==> src/rtl/mem_stage_ctrl.sv <==
// mem_stage_ctrl: MEM pipeline stage controller.
// Drives a req/ack data-memory access for the instruction held in EX/MEM.
// Stalls upstream while the access is in flight and registers MEM/WB outputs.
// Optional feature macro: MISALIGN_TRAP_EN traps word-misaligned accesses
// instead of masking the low address bits.
module mem_stage_ctrl #(
    parameter int unsigned TIMEOUT_CYC = 255
) (
    input  logic        clk,
    input  logic        rst,
    input  logic        in_memRead,
    input  logic        in_memWrite,
    input  logic [1:0]  in_memToReg,
    input  logic        in_regWrite,
    input  logic [31:0] in_aluResult,
    input  logic [31:0] in_readData2,
    input  logic [4:0]  in_writeDataReg,
    input  logic [29:0] in_fourPC,
    output logic        dm_req,
    output logic        dm_we,
    output logic [31:0] dm_addr,
    output logic [31:0] dm_wdata,
    input  logic        dm_ack,
    input  logic [31:0] dm_rdata,
    output logic        stall,
    output logic        out_regWrite,
    output logic [1:0]  out_memToReg,
    output logic [31:0] out_aluResult,
    output logic [4:0]  out_writeDataReg,
    output logic [29:0] out_fourPC,
    output logic [31:0] out_memData,
    output logic        bus_err,
    output logic        misalign_err
);

    typedef enum logic [1:0] {S_IDLE, S_ACCESS, S_DONE} state_e;

    localparam logic [7:0] CNT_LAST = 8'(TIMEOUT_CYC - 1);

    state_e      state_q, state_d;
    logic [7:0]  cnt_q, cnt_d;
    logic [31:0] rdata_q, rdata_d;
    logic        tmo_q, tmo_d;
    logic        mis_q, mis_d;

    logic        stall_c, load_c, done_c, access;

    logic        wb_regWrite_d;
    logic [1:0]  wb_memToReg_d;
    logic [31:0] wb_aluResult_d;
    logic [4:0]  wb_writeDataReg_d;
    logic [29:0] wb_fourPC_d;
    logic [31:0] wb_memData_d;

    assign access   = in_memRead | in_memWrite;
    assign done_c   = (state_q == S_DONE);
    assign dm_addr  = {in_aluResult[31:2], 2'b00};
    assign dm_wdata = in_readData2;
    // Reset is folded in so stall drops the moment rst asserts, even in IDLE.
    assign stall    = rst & stall_c;
    assign bus_err  = done_c & tmo_q;
`ifdef MISALIGN_TRAP_EN
    assign misalign_err = done_c & mis_q;
`else
    assign misalign_err = 1'b0;
`endif

    // FSM next state, access counter, read-data capture and dmem strobes.
    always_comb begin
        state_d = state_q;
        cnt_d   = cnt_q;
        rdata_d = rdata_q;
        tmo_d   = tmo_q;
        mis_d   = mis_q;
        stall_c = 1'b0;
        load_c  = 1'b0;
        dm_req  = 1'b0;
        dm_we   = 1'b0;
        case (state_q)
            S_IDLE: begin
                cnt_d = '0;
                tmo_d = 1'b0;
                mis_d = 1'b0;
                if (access) begin
                    stall_c = 1'b1;
`ifdef MISALIGN_TRAP_EN
                    if (in_aluResult[1:0] != 2'b00) begin
                        mis_d   = 1'b1;
                        state_d = S_DONE;
                    end else
`endif
                    state_d = S_ACCESS;
                end else begin
                    load_c = 1'b1;
                end
            end
            S_ACCESS: begin
                dm_req  = 1'b1;
                dm_we   = in_memWrite;
                stall_c = 1'b1;
                cnt_d   = cnt_q + 8'd1;
                if (dm_ack) begin
                    rdata_d = dm_rdata;
                    state_d = S_DONE;
                end else if (cnt_q == CNT_LAST) begin
                    tmo_d   = 1'b1;
                    state_d = S_DONE;
                end
            end
            S_DONE: begin
                load_c  = 1'b1;
                cnt_d   = '0;
                tmo_d   = 1'b0;
                mis_d   = 1'b0;
                state_d = S_IDLE;
            end
            default: state_d = S_IDLE;
        endcase
    end

    // MEM/WB next values: pass-through on load, bubble otherwise.
    always_comb begin
        wb_regWrite_d     = 1'b0;
        wb_memToReg_d     = '0;
        wb_aluResult_d    = '0;
        wb_writeDataReg_d = '0;
        wb_fourPC_d       = '0;
        wb_memData_d      = '0;
        if (load_c) begin
            wb_regWrite_d     = in_regWrite & ~(done_c & (tmo_q | mis_q));
            wb_memToReg_d     = in_memToReg;
            wb_aluResult_d    = in_aluResult;
            wb_writeDataReg_d = in_writeDataReg;
            wb_fourPC_d       = in_fourPC;
            if (done_c && in_memRead && !in_memWrite && !tmo_q && !mis_q) begin
                wb_memData_d = rdata_q;
            end
        end
    end

    // State, counter, capture buffer and MEM/WB registers.
    always_ff @(posedge clk or negedge rst) begin
        if (!rst) begin
            state_q          <= S_IDLE;
            cnt_q            <= '0;
            rdata_q          <= '0;
            tmo_q            <= 1'b0;
            mis_q            <= 1'b0;
            out_regWrite     <= 1'b0;
            out_memToReg     <= '0;
            out_aluResult    <= '0;
            out_writeDataReg <= '0;
            out_fourPC       <= '0;
            out_memData      <= '0;
        end else begin
            state_q          <= state_d;
            cnt_q            <= cnt_d;
            rdata_q          <= rdata_d;
            tmo_q            <= tmo_d;
            mis_q            <= mis_d;
            out_regWrite     <= wb_regWrite_d;
            out_memToReg     <= wb_memToReg_d;
            out_aluResult    <= wb_aluResult_d;
            out_writeDataReg <= wb_writeDataReg_d;
            out_fourPC       <= wb_fourPC_d;
            out_memData      <= wb_memData_d;
        end
    end

endmodule

==> config.mk <==
export PLATFORM = sky130hd
export DESIGN_NAME = mem_stage_ctrl
export DESIGN_NICKNAME = d
export VERILOG_FILES = /design/src/rtl/mem_stage_ctrl.sv
export SDC_FILE = /design/constraint.sdc
export NUM_CORES = 1
export LEC_CHECK = 0
export CAP_MARGIN = 25
export CORE_AREA = 10 10 139 141
export CTS_CLUSTER_SIZE = 20
export DETAILED_ROUTE_END_ITERATION = 7
export DIE_AREA = 0 0 149 151
export GPL_TIMING_DRIVEN = 1
export PLACE_DENSITY = 0.72
export SYNTH_ARGS = -nofsm -noshare
export SYNTH_HDL_FRONTEND = slang
export SYNTH_SLANG_ARGS = --single-unit
==> constraint.sdc <==
create_clock -name clk -period 1.4 [get_ports clk]
set_input_delay 0.42 -clock clk [delete_from_list [all_inputs] [get_ports clk]]
set_output_delay 0.42 -clock clk [all_outputs]
set_load 0.005 [all_outputs]
==> reports/results.tsv <==
metric	value	unit
outcome	complete, but fails checks	
violations	setup timing	
fmax	569	MHz
grt.overflow.total	0	
hold_violations	0	
cts_made_buffers	17	
cp-end-kind	primary output	
cp_max_fo	3	
finalCriticalPeriod	1760	ps
fin_util	52.1	%
power.total	15.0	mW
cp.required	980	ps
grt_antenna_before_repair	0	
critPathKind	flop to primary output	
viasPerCell	4.27	
dp_cells	812	
io_pins	310	
slew_headroom	62.8	%
power_leakage	4.54	nW
final_design_area_no_fill	8580	um^2
grt_pass1_wl	25700	um
grt_max_degree	106	
place_ws	-796	ps
peakVddDrop	0.844	mV
slew_viol_final	0	
htreeDepth	4	
fin_setup_tns	-20100	ps
setup_violations	112	
rsz0062_at_grt	true	
layout_common_cells	145 x dfrtp_1, 131 x buf_2, 73 x clkdlybuf4s50_1, 71 x and2_4, 37 x and2_1	
crit_arrival	1340	ps
netlist_area	5690	um^2
yosysUniqueCellTypes	36	
synthArstFlopShare	100	%
synth_top_flop_cell	dfrtp_1	
pwr-share-seq	36.7	%
placed_area	8010	um^2
start_util	34.6	%
yosysWarningCount	0	
clock-sinks	145	
wl_per_cell	20.4	um
cp-start-kind	flop	
drive_gt1_share	49.8	%
fin_ws	-359	ps
mostFrequentLayoutCell	dfrtp_1	
antenna-diode-count	0	
netlist.area_leader.share	63.8	%
cap_violations	0	
post-route-period-util	126	%
clockBufferDepth	2	
synth-edff-count	0	
layout.nets	775	
port-buffer-count	242	
hold_ws	70.1	ps
first_pass_iters	4	
synth_area_leaders	dfrtp_1 64%, and2_1 12%, buf_4 8.6%, mux2_4 7.9%, buf_12 1.1%	
met2_usage	25.3	%
busiest_layer	met2	
use_met3	5.49	%
grt_pass1_vias	4096	
p_per_area	1750	nW/um^2
core	16500	um^2
switching_share	25.2	%
hpwl	12700	um
power.share.clock	32.6	%
hold_buffers	0	
path_clk_slew	60	ps
num_rows	47	
finalNonFillerCells	865	
die_area	22500	um^2
pwr-share-comb	30.6	%
hp-class	input port to async pin	
synth_cells	408	
max_slew.worst_pin.slew	558	ps
drtIter0Drc	126	
gp_congestion	0.785	
die_w	149	um
ys_ff_latch	145	
syn_area_per_cell	14.0	um^2
cts_tree	done	
synth.largest_area_cell	dfrtp_1	
die_y	151	um
syn_to_final_growth	50.8	%
fin_skew	5.36	ps
drc_errors	0	
cts-root-buf	clkbuf_16	
track_usage	15.1	%
drt_wl_total	17600	um
drtAntennaViolNets	0	
use_met1	17.2	%
power.net_switching	3.78	mW
vias	3695	
ys_seq_area_share	63.8	%
clk_latency	410	ps
internal-power	11.2	mW
-- area by class of cell --
class	count	area, um^2
repair buffers	285	2330
multi-input cells	184	1710
inverters	1	3.75
well taps	220	275
flip-flops and latches	145	3630
fillers	1427	7880
clock inverters	9	180
clock buffers	21	450
-- path summary, 6_finish.rpt --
| kind | start | to | slack (ps) | cells after the start |
|---|---|---|---|---|
| worst max-delay path | state_q[0]$_DFFE_PN0P_ | dm_we | -360 | 4 |
| worst min-delay path | rst | tmo_q$_DFFE_PN0P_ | 70 | 2 |
| worst max register to register | state_q[0]$_DFFE_PN0P_ | rdata_q[4]$_DFFE_PN0P_ | -310 | 8 |
| worst min register to register | rdata_q[31]$_DFFE_PN0P_ | out_memData[31]$_DFF_PN0_ | 480 | 1 |
| max in group asynchronous | rst | out_fourPC[3]$_DFF_PN0_ | 400 | 3 |
| min in group clk | in_aluResult[12] | out_aluResult[12]$_DFF_PN0_ | 370 | 2 |
-- worst max-delay path, cell delays in order (launching register included) --
cell	delay, ps
dfrtp_1	390
buf_6	130
and2b_4	160
and2_4	130
buf_6	110
-- power by group through the flow --
stage,Clock (mW),Sequential (mW),Combinational [mW]
after detailed placement,0,5.60,3.73
after global placement,0,5.56,3.65
after global routing,5.22,5.63,4.91
after CTS,4.98,5.51,3.97
after floorplan,0,5.57,1.87
final,4.90,5.51,4.59
-- state kept, by name (all words and copies together), names as in the netlist --
name / flops
out_regWrite: 1
out_aluResult: 32
state_q: 2
tmo_q: 1
out_writeDataReg: 5
out_memToReg: 2
rdata_q: 32
cnt_q: 8
out_fourPC: 30
out_memData: 32
-- cell families after synthesis --
kind of cell             share of synthesized area (%)
AND/OR/NAND/NOR                                   14.8
flip-flops                                        63.8
adder cells (fa/ha/maj)                          0.440
XOR/XNOR                                         0.615
buffers and inverters                             10.7
other                                           0.0659
multiplexers                                      8.31
AO/OA/AOI/OAI                                     1.34
-- layer usage --
layer  vias up  wire length, um
li1       1684                -
met1      1821             6830
met2       154             9190
met3        36             1240
met4         0              346
met5         -                0
-- cells in the mapped netlist, types with 4 or more instances --
master and n:
dfrtp_1 145, xnor2_1 4, o21ai_0 4, mux2_4 30, clkbuf_1 8, buf_4 65
and2_1 108
-- timing repair --
action / CTS / global route
pin swaps: 5 / 62
buffers inserted: 10 / 11
gates cloned: 4 / 4
endpoints found under the setup margin: 181 / 114
gates resized for setup: 602 / 93
No activity file was read; power rests on OpenSTA's default activity.
